==> src/rtl/fifo_access_ctrl_if.sv <==
// FIFO-side bus of fifo_access_ctrl: write/read strobes, write data, status flags and read data.
// The controller takes the master modport; the FIFO (or its model) takes the slave modport.
interface fifo_access_ctrl_if #(
  parameter int DATA_W = 4
);
  logic              fifo_full;
  logic              fifo_empty;
  logic [DATA_W-1:0] fifo_dout;
  logic              fifo_wr_en;
  logic              fifo_rd_en;
  logic [DATA_W-1:0] fifo_din;

  modport master (
    input  fifo_full,
    input  fifo_empty,
    input  fifo_dout,
    output fifo_wr_en,
    output fifo_rd_en,
    output fifo_din
  );

  modport slave (
    output fifo_full,
    output fifo_empty,
    output fifo_dout,
    input  fifo_wr_en,
    input  fifo_rd_en,
    input  fifo_din
  );
endinterface

==> src/rtl/fifo_access_ctrl.sv <==
// Button-driven FIFO sequencer: synchronises and debounces the read/write buttons, arbitrates
// simultaneous presses, issues single-cycle FIFO strobes and captures the read data.
module fifo_access_ctrl #(
  parameter int DATA_W          = 4,
  parameter int DEBOUNCE_CYCLES = 50000,
  parameter int RD_LATENCY      = 1
) (
  input  logic               clk_5M,
  input  logic               reset,
  input  logic               btn_read,
  input  logic               btn_write,
  input  logic [DATA_W-1:0]  sw_din,
  fifo_access_ctrl_if.master fifo,
  output logic [DATA_W-1:0]  dout_latched,
  output logic               dout_valid,
  output logic               err_overflow,
  output logic               err_underflow,
  output logic               busy
);

  localparam int CNT_W = $clog2(DEBOUNCE_CYCLES + 1);
  localparam int LAT_W = (RD_LATENCY > 1) ? $clog2(RD_LATENCY) : 1;
  localparam logic GRANT_WRITE = 1'b0;
  localparam logic GRANT_READ  = 1'b1;

  typedef enum logic [2:0] {
    IDLE,
    WR,
    RD,
    RD_WAIT,
    RELEASE
  } state_t;

  // Index 0 is the write button, index 1 the read button.
  logic [1:0] btn_raw;
  logic [1:0] btn_level;
  logic [1:0] btn_press;

  assign btn_raw = {btn_read, btn_write};

  genvar gi;
  generate
    for (gi = 0; gi < 2; gi++) begin : g_btn
      logic             sync1_q;
      logic             sync2_q;
      logic             stable_q;
      logic             stable_d;
      logic             press_q;
      logic             press_d;
      logic [CNT_W-1:0] cnt_q;
      logic [CNT_W-1:0] cnt_d;

      // Count consecutive cycles where the synced level disagrees with the accepted level;
      // any agreeing cycle restarts the count.
      always_comb begin
        cnt_d    = '0;
        stable_d = stable_q;
        press_d  = 1'b0;
        if (sync2_q != stable_q) begin
          if (cnt_q == CNT_W'(DEBOUNCE_CYCLES - 1)) begin
            stable_d = sync2_q;
            press_d  = sync2_q;
          end else begin
            cnt_d = cnt_q + CNT_W'(1);
          end
        end
      end

      always_ff @(posedge clk_5M) begin
        if (reset) begin
          sync1_q  <= 1'b0;
          sync2_q  <= 1'b0;
          stable_q <= 1'b0;
          press_q  <= 1'b0;
          cnt_q    <= '0;
        end else begin
          sync1_q  <= btn_raw[gi];
          sync2_q  <= sync1_q;
          stable_q <= stable_d;
          press_q  <= press_d;
          cnt_q    <= cnt_d;
        end
      end

      assign btn_level[gi] = stable_q;
      assign btn_press[gi] = press_q;
    end
  endgenerate

  state_t            state_q;
  logic              last_grant_q;
  logic              wr_en_q;
  logic              rd_en_q;
  logic [DATA_W-1:0] din_q;
  logic [DATA_W-1:0] dout_q;
  logic              valid_q;
  logic              ovf_q;
  logic              unf_q;
  logic [LAT_W-1:0]  lat_q;
  logic              grant_read;

  // A lone press wins outright; a simultaneous pair goes to the side not granted last time.
  assign grant_read = btn_press[1] & (~btn_press[0] | (last_grant_q == GRANT_WRITE));

  always_ff @(posedge clk_5M) begin
    if (reset) begin
      state_q      <= IDLE;
      last_grant_q <= GRANT_READ;
      wr_en_q      <= 1'b0;
      rd_en_q      <= 1'b0;
      din_q        <= '0;
      dout_q       <= '0;
      valid_q      <= 1'b0;
      ovf_q        <= 1'b0;
      unf_q        <= 1'b0;
      lat_q        <= '0;
    end else begin
      wr_en_q <= 1'b0;
      rd_en_q <= 1'b0;
      valid_q <= 1'b0;
      case (state_q)
        IDLE: begin
          if (|btn_press) begin
            if (&btn_press) begin
              last_grant_q <= grant_read;
            end
            if (grant_read) begin
              if (fifo.fifo_empty) begin
                unf_q   <= 1'b1;
                state_q <= RELEASE;
              end else begin
                rd_en_q <= 1'b1;
                state_q <= RD;
              end
            end else begin
              if (fifo.fifo_full) begin
                ovf_q   <= 1'b1;
                state_q <= RELEASE;
              end else begin
                din_q   <= sw_din;
                wr_en_q <= 1'b1;
                state_q <= WR;
              end
            end
          end
        end
        WR: begin
          state_q <= RELEASE;
        end
        RD: begin
          lat_q   <= '0;
          state_q <= RD_WAIT;
        end
        RD_WAIT: begin
          if (lat_q == LAT_W'(RD_LATENCY - 1)) begin
            dout_q  <= fifo.fifo_dout;
            valid_q <= 1'b1;
            state_q <= RELEASE;
          end else begin
            lat_q <= lat_q + LAT_W'(1);
          end
        end
        RELEASE: begin
          if (btn_level == 2'b00) begin
            state_q <= IDLE;
          end
        end
        default: begin
          state_q <= IDLE;
        end
      endcase
    end
  end

  // Gating with reset keeps the strobes low in the very cycle reset is first asserted.
  assign fifo.fifo_wr_en = wr_en_q & ~reset;
  assign fifo.fifo_rd_en = rd_en_q & ~reset;
  assign fifo.fifo_din   = din_q;
  assign dout_latched    = dout_q;
  assign dout_valid      = valid_q;
  assign err_overflow    = ovf_q;
  assign err_underflow   = unf_q;
  assign busy            = (state_q != IDLE);

endmodule

==> src/flat_wrapper.sv <==
// flat-port wrapper written by rule: the top's interface ports become plain ports
module fifo_access_ctrl_flat 
#(
  parameter int DATA_W          = 4,
  parameter int DEBOUNCE_CYCLES = 50000,
  parameter int RD_LATENCY      = 1
)
  (clk_5M, reset, btn_read, btn_write, sw_din, dout_latched, dout_valid, err_overflow, err_underflow, busy, fifo_fifo_full, fifo_fifo_empty, fifo_fifo_dout, fifo_fifo_wr_en, fifo_fifo_rd_en, fifo_fifo_din);
  fifo_access_ctrl_if #(.DATA_W(DATA_W)) fifo_i ();
  input  logic clk_5M;
  input  logic reset;
  input  logic btn_read;
  input  logic btn_write;
  input  logic [DATA_W-1:0] sw_din;
  output logic [DATA_W-1:0] dout_latched;
  output logic dout_valid;
  output logic err_overflow;
  output logic err_underflow;
  output logic busy;
  input wire logic [$bits(fifo_i.fifo_full)-1:0] fifo_fifo_full;
  input wire logic [$bits(fifo_i.fifo_empty)-1:0] fifo_fifo_empty;
  input wire logic [$bits(fifo_i.fifo_dout)-1:0] fifo_fifo_dout;
  output wire logic [$bits(fifo_i.fifo_wr_en)-1:0] fifo_fifo_wr_en;
  output wire logic [$bits(fifo_i.fifo_rd_en)-1:0] fifo_fifo_rd_en;
  output wire logic [$bits(fifo_i.fifo_din)-1:0] fifo_fifo_din;
  assign fifo_i.fifo_full = fifo_fifo_full;
  assign fifo_i.fifo_empty = fifo_fifo_empty;
  assign fifo_i.fifo_dout = fifo_fifo_dout;
  assign fifo_fifo_wr_en = fifo_i.fifo_wr_en;
  assign fifo_fifo_rd_en = fifo_i.fifo_rd_en;
  assign fifo_fifo_din = fifo_i.fifo_din;
  fifo_access_ctrl #(.DATA_W(DATA_W), .DEBOUNCE_CYCLES(DEBOUNCE_CYCLES), .RD_LATENCY(RD_LATENCY)) u_core (.clk_5M(clk_5M), .reset(reset), .btn_read(btn_read), .btn_write(btn_write), .sw_din(sw_din), .fifo(fifo_i), .dout_latched(dout_latched), .dout_valid(dout_valid), .err_overflow(err_overflow), .err_underflow(err_underflow), .busy(busy));
endmodule
==> config.mk <==
export PLATFORM = sky130hd
export DESIGN_NAME = fifo_access_ctrl_flat
export DESIGN_NICKNAME = d
export VERILOG_FILES = /design/src/rtl/fifo_access_ctrl_if.sv /design/src/rtl/fifo_access_ctrl.sv /design/src/flat_wrapper.sv
export SDC_FILE = /design/constraint.sdc
export NUM_CORES = 1
export LEC_CHECK = 0
export CAP_MARGIN = 20
export CORE_ASPECT_RATIO = 1.75
export CORE_UTILIZATION = 59
export DETAILED_ROUTE_END_ITERATION = 16
export PLACE_DENSITY = 0.83
export SLEW_MARGIN = 10
export SYNTH_ARGS = -nofsm -noshare
export SYNTH_HDL_FRONTEND = slang
export SYNTH_SLANG_ARGS = --single-unit
==> constraint.sdc <==
create_clock -name clk_5M -period 4.6 [get_ports clk_5M]
set_input_delay 1.38 -clock clk_5M [delete_from_list [all_inputs] [get_ports clk_5M]]
set_output_delay 1.38 -clock clk_5M [all_outputs]
set_load 0.01 [all_outputs]
==> metrics.cfg, run 1 <==
[sta]
clock_skew_ns = 0.00430
worstMarginPinSlew_ns = 0.532
slew_headroom = 0.642
fin_crit_sh = 0.845
grt_setup_unrepaired = no
hold_viol_final = 0
clock.fmax_mhz = 257
final-max-slew-violation-count = 0
min_period_ns = 3.89
finalSetupTns_ns = 0
setup_viol = 0

[drt]
routedWlPerCell_um = 13.9
viasPerCell = 5.60
drtPass1Iterations = 4
via_count = 1893
route.detailed.drc = 0
first_iter_violations = 35
ant_nets = 0
drt_wl_total_um = 4710

[power]
leakagePower_uw = 0.000989
p_total_uw = 924
pwr-share-comb = 0.024
swShare = 0.209
cell_internal_pwr_uw = 731
switchingPower_uw = 193
p_seq_frac = 0.538
powerDensity_nw_per_um2 = 326
peakVddDrop_v = 0.000325
clock_power_share = 0.437

[worst_setup_path]
path_max_fanout = 3
slowest_stage = clkdlybuf4s50_1
worstPathArrival_ns = 2.51
crit_top_cell = clkdlybuf4s50_1
critPathTopFamily = buffers and inverters
critPathRequiredTime_ns = 3.22
worst-path-buf-inv = 2
critPathKind = in2out
crit_chain = clkdlybuf4s50_1, nor2b_1, clkdlybuf4s50_1
crit_path_end_kind = output port
max_stage_delay_ns = 0.54
startpoint_type = input port

[synthesis]
synth_flop_cell = dfxtp_1
yosysTopAreaCell = dfxtp_1
yosysTopAreaCellShare = 0.484
ys_types = 41
synth_warnings = 0
synth_area_um2 = 2360
synthCells = 252
synth_seq_cells = 57
avgSynthCellArea_um2 = 9.36
seq_area_frac_synth = 0.484
synth_nets = 268
synth-edff-count = 0
netlist_top_cells_area = dfxtp_1 48%, xnor2_1 8.5%, nor2_1 7.8%
async_flop_share = 0

[final_layout]
num-nets-final = 301
multiInputGateArea_um2 = 1160
num-fill-cells = 284
drive_gt1_frac = 0.0724
area_growth_syn_to_layout_pct = 20.2
diodes = 0
seq_area_um2 = 1140
finalInstanceArea_um2 = 2840

[cts]
clock_sinks = 57
cts-resized-gates = 0
cts_tree = yes
cts_buffers = 9
insertion_delay_ns = 0.33
clock_path_buffers = 2
cts.clk_slew.worst_paths_ns = 0.06
clock-root-buffer = clkbuf_8
htreeDepth = 3
ctsHoldBuffers = 0
cts_setup_buffers = 0

[grt]
antenna_found_initial = 0
grt_max_degree = 29
grt_overflow = 0
track_usage = 0.247
grt_pass1_vias = 1839
grt_pass1_wl_um = 7880

[die]
start_util = 0.610
core_area_um2 = 3870
dieArea_um2 = 4270
die_h_um = 85.7
pin_count = 28
placementRows = 30
die_width_um = 49.8

[placed_design]
place.gp.congestion = 0.835
hpwl_um = 3230
port_buffers = 27
placed_cell_area_um2 = 2660

[job]
maxCapViolCount = 0

[run_status]
outcome = finished, final reports clean

[worst_hold_path]
hold_path_class = reg2reg

-- registers in the layout, summed over array words and instances (netlist names), 2 cells and up --
| name | flops |
|---|---|
| u_core.g_btn.sync2_q | 2 |
| u_core.g_btn.stable_q | 2 |
| u_core.g_btn.sync1_q | 2 |
| u_core.g_btn.press_q | 2 |
| u_core.dout_latched | 4 |
| u_core.state_q | 3 |
| u_core.fifo.fifo_din | 4 |
| u_core.g_btn.cnt_q | 32 |
-- worst register-to-register path, delay by kind of cell (launching register included) --
kind | cells | cell delay, ns
fa+ha+maj | 1 | 0.29
flops | 1 | 0.37
simple gates | 4 | 1.02
-- cells in the final DEF, fill, tap and decap left out, drive strengths merged --
cell,instances
clkinv,3
dfxtp,57
clkbuf,13
nor4bb,2
o21a,1
mux2i,12
a21boi,1
buf,1
and4,3
and3,5
or4,2
clkdlybuf4s50,27
and4b,1
ha,2
nor3b,1
nand2b,3
nor4,9
a41oi,1
nor4b,3
nand4,12
nand4b,1
nor3,9
xor2,6
or3,1
nor2b,7
nand3b,1
xnor2,23
nor2,49
nand3,12
o211ai,1
nand2,11
a21oi,2
a31oi,2
inv,5
o31ai,1
-- metrics by stage --
stage / instances / worst slack, ns / hold WS (ns) / utilization
6_report: 338 / 0.713 / 0.444 / 0.734
5_1_grt: 338 / 0.672 / 0.454 / 0.734
4_1_cts: 338 / 0.703 / 0.446 / 0.734
3_5_place_dp: 322 / 0.697 / 0.433 / 0.689
3_3_place_gp: 322 / 0.739 / 0.419 / 0.689
2_1_floorplan: 252 / 1.46 / 0.414 / -
-- cells by family after synthesis --
kind of cell | share of synthesized area
simple gates | 0.295
fa+ha+maj | 0.0106
buf+inv | 0.0228
compound gates | 0.0292
mux | 0.0509
xor+xnor | 0.108
flops | 0.484
-- synthesized netlist by cell type (2+ instances only) --
master,count
buf_1,2
a31oi_1,2
nor4bb_1,2
ha_1,2
nand4_1,12
xnor2_1,23
nand2b_1,3
xor2_1,6
nor4_1,9
nor3_1,9
and3_1,5
nor2_1,49
nor2b_1,7
inv_1,5
and4_1,2
dfxtp_1,57
mux2i_1,12
nor4b_1,3
nand3_1,11
nand2_1,10
-- cell type report --
class | count | area share
clock buffers | 13 | 0.0560
clock inverters | 3 | 0.00529
inverters | 5 | 0.00662
multi-input cells | 184 | 0.411
flip-flops and latches | 57 | 0.402
well taps | 48 | 0.0212
repair buffers | 28 | 0.0979
-- per-layer routing --
metal | global-route usage | vias to the layer above | wire (um)
li1 | - | 946 | -
met1 | 0.255 | 912 | 1960
met2 | 0.429 | 27 | 2510
met3 | 0.0780 | 8 | 140
met4 | 0.143 | 0 | 91
met5 | 0 | - | 0
-- worst paths after layout --
path / start / end / slack (ns) / cells after the start
worst max register to register: u_core.g_btn[0].cnt_q[0] / u_core.g_btn[0].cnt_q[5] / 2.77 / 5
worst max-delay path: reset / fifo_fifo_rd_en / 0.71 / 3
worst min-delay path: u_core.g_btn[0].sync1_q / u_core.g_btn[0].sync2_q / 0.44 / 1
worst min register to register: u_core.g_btn[0].sync1_q / u_core.g_btn[0].sync2_q / 0.44 / 1
-- power by group through the flow --
stage | combinational [uW] | clock (uW) | sequential, uW
2_1_floorplan | 9.35 | 0 | 508
3_3_place_gp | 22.2 | 0 | 508
3_5_place_dp | 22.5 | 0 | 508
4_1_cts | 22.7 | 410 | 497
5_1_grt | 24.7 | 439 | 497
6_report | 22.6 | 404 | 497
(Power assumes the default switching activity.)
==> inputs of run 2 (changes only) <==
--- a/config.mk
+++ b/config.mk
@@ -7,9 +7,9 @@
 export LEC_CHECK = 0
 export CAP_MARGIN = 20
 export CORE_ASPECT_RATIO = 1.75
-export CORE_UTILIZATION = 59
+export CORE_UTILIZATION = 49
 export DETAILED_ROUTE_END_ITERATION = 16
-export PLACE_DENSITY = 0.83
+export PLACE_DENSITY = 0.73
 export SLEW_MARGIN = 10
 export SYNTH_ARGS = -nofsm -noshare
 export SYNTH_HDL_FRONTEND = slang
==> constraint.sdc (replaced) <==
create_clock -name clk_5M -period 3.4 [get_ports clk_5M]
set_input_delay 1.02 -clock clk_5M [delete_from_list [all_inputs] [get_ports clk_5M]]
set_output_delay 1.02 -clock clk_5M [all_outputs]
set_load 0.01 [all_outputs]
==> metrics.cfg, run 2 (synthesized netlist as in run 1, its figures left out) <==
[cts]
cts_buffers = 9
cts_setup_buffers = 0
cts.clk_slew.worst_paths_ns = 0.07
cts_tree = yes
ctsHoldBuffers = 0
clock_sinks = 57
htreeDepth = 3
cts-resized-gates = 0
clock-root-buffer = clkbuf_8
clock_path_buffers = 2
insertion_delay_ns = 0.34

[grt]
grt_overflow = 0
grt_pass1_vias = 1767
antenna_found_initial = 0
grt_max_degree = 29
grt_pass1_wl_um = 7220
track_usage = 0.199

[die]
start_util = 0.506
die_h_um = 93.8
placementRows = 33
die_width_um = 54.5
pin_count = 28
core_area_um2 = 4670
dieArea_um2 = 5110

[sta]
final-max-slew-violation-count = 0
clock_skew_ns = 0.00803
grt_setup_unrepaired = no
worstMarginPinSlew_ns = 0.512
hold_viol_final = 0
min_period_ns = 3.16
fin_crit_sh = 0.930
finalSetupTns_ns = 0
clock.fmax_mhz = 316
slew_headroom = 0.658
layout_setup_ws_ns = 0.238
setup_viol = 0

[placed_design]
hpwl_um = 3010
place_ws_ns = 0.246
port_buffers = 27
place.gp.congestion = 0.843

[worst_setup_path]
startpoint_type = input port
critPathRequiredTime_ns = 2.38
worstPathArrival_ns = 2.14
critPathKind = in2out
crit_path_end_kind = output port
reg2reg_depth = 5
path_max_fanout = 3
rr_startpoint = u_core.g_btn[0].cnt_q[0]
r2r-end = u_core.g_btn[0].cnt_q[8]
r2r_setup_slack_ns = 1.59

[power]
p_seq_frac = 0.488
swShare = 0.205
clock_power_share = 0.490
powerDensity_nw_per_um2 = 478
switchingPower_uw = 282
p_total_uw = 1380
peakVddDrop_v = 0.000412
leakagePower_uw = 0.00101
cell_internal_pwr_uw = 1100
pwr-share-comb = 0.022

[final_layout]
final_cell_mix = 57 x dfxtp_1, 49 x nor2_1, 27 x clkdlybuf4s50_1
area_growth_syn_to_layout_pct = 22.3
num-nets-final = 302
num-fill-cells = 410
largest_reg_flops = 32
largest-register = u_core.g_btn.cnt_q
drive_gt1_frac = 0.0790
final_common_cell = dfxtp_1
diodes = 0

[drt]
drt_wl_total_um = 4460
route.detailed.drc = 0
drtPass1Iterations = 4
routedWlPerCell_um = 13.0
viasPerCell = 5.45
first_iter_violations = 27
via_count = 1868
ant_nets = 0

[run_status]
outcome = finished, final reports clean

[job]
maxCapViolCount = 0

[worst_hold_path]
min-delay-start = u_core.g_btn[1].sync1_q
hold_path_class = reg2reg
hold_path_end = u_core.g_btn[1].sync2_q
min_delay_path_depth = 1

run 2: worst max-delay path by stage:
stage | start | to | slack, ns | depth (start not counted)
final | reset | fifo_fifo_rd_en | 0.24 | 3
after global routing | reset | fifo_fifo_rd_en | 0.17 | 3
after CTS | reset | fifo_fifo_rd_en | 0.23 | 3
after detailed placement | reset | fifo_fifo_rd_en | 0.25 | 3
after global placement | reset | fifo_fifo_wr_en | 0.26 | 3
after floorplan | reset | fifo_fifo_rd_en | 0.98 | 2
run 2: area by class of cell:
class | count | area [um2] | share of cell area
sequential | 57 | 1140 | 0.395
clock buffer | 10 | 128 | 0.0442
inverter | 5 | 18.8 | 0.00650
clock inverter | 6 | 82.6 | 0.0286
multi-input combinational | 184 | 1160 | 0.404
timing repair buffer | 29 | 285 | 0.0989
tap | 52 | 65.1 | 0.0225
run 2: layer usage:
metal | track usage | vias up | wire length [um]
met2 | 0.334 | 34 | 2260
li1 | - | 945 | -
met5 | 0 | - | 0
met3 | 0.0615 | 10 | 175
met1 | 0.201 | 879 | 1900
met4 | 0.126 | 0 | 125
run 2: critical path, stage by stage:
cell and delay [ns]:
clkdlybuf4s50_1 0.44, nor2b_1 0.13, clkdlybuf4s50_1 0.55
run 2: per-stage QoR:
| stage | hold WS, ns | instances | util | area [um2] |
|---|---|---|---|---|
| after floorplan | 0.414 | 252 | - | 2360 |
| after global placement | 0.423 | 327 | 0.573 | 2680 |
| after detailed placement | 0.433 | 327 | 0.573 | 2680 |
| after CTS | 0.450 | 343 | 0.618 | 2890 |
| after global routing | 0.470 | 343 | 0.618 | 2890 |
| final | 0.443 | 343 | 0.618 | 2890 |
run 2: power groups by stage:
| stage | sequential (uW) | combinational (uW) | clock, uW |
|---|---|---|---|
| 3_5_place_dp | 687 | 30.7 | 0 |
| 2_1_floorplan | 687 | 12.6 | 0 |
| 5_1_grt | 672 | 33.1 | 717 |
| 4_1_cts | 672 | 30.7 | 691 |
| 6_report | 672 | 30.4 | 676 |
| 3_3_place_gp | 687 | 30.4 | 0 |
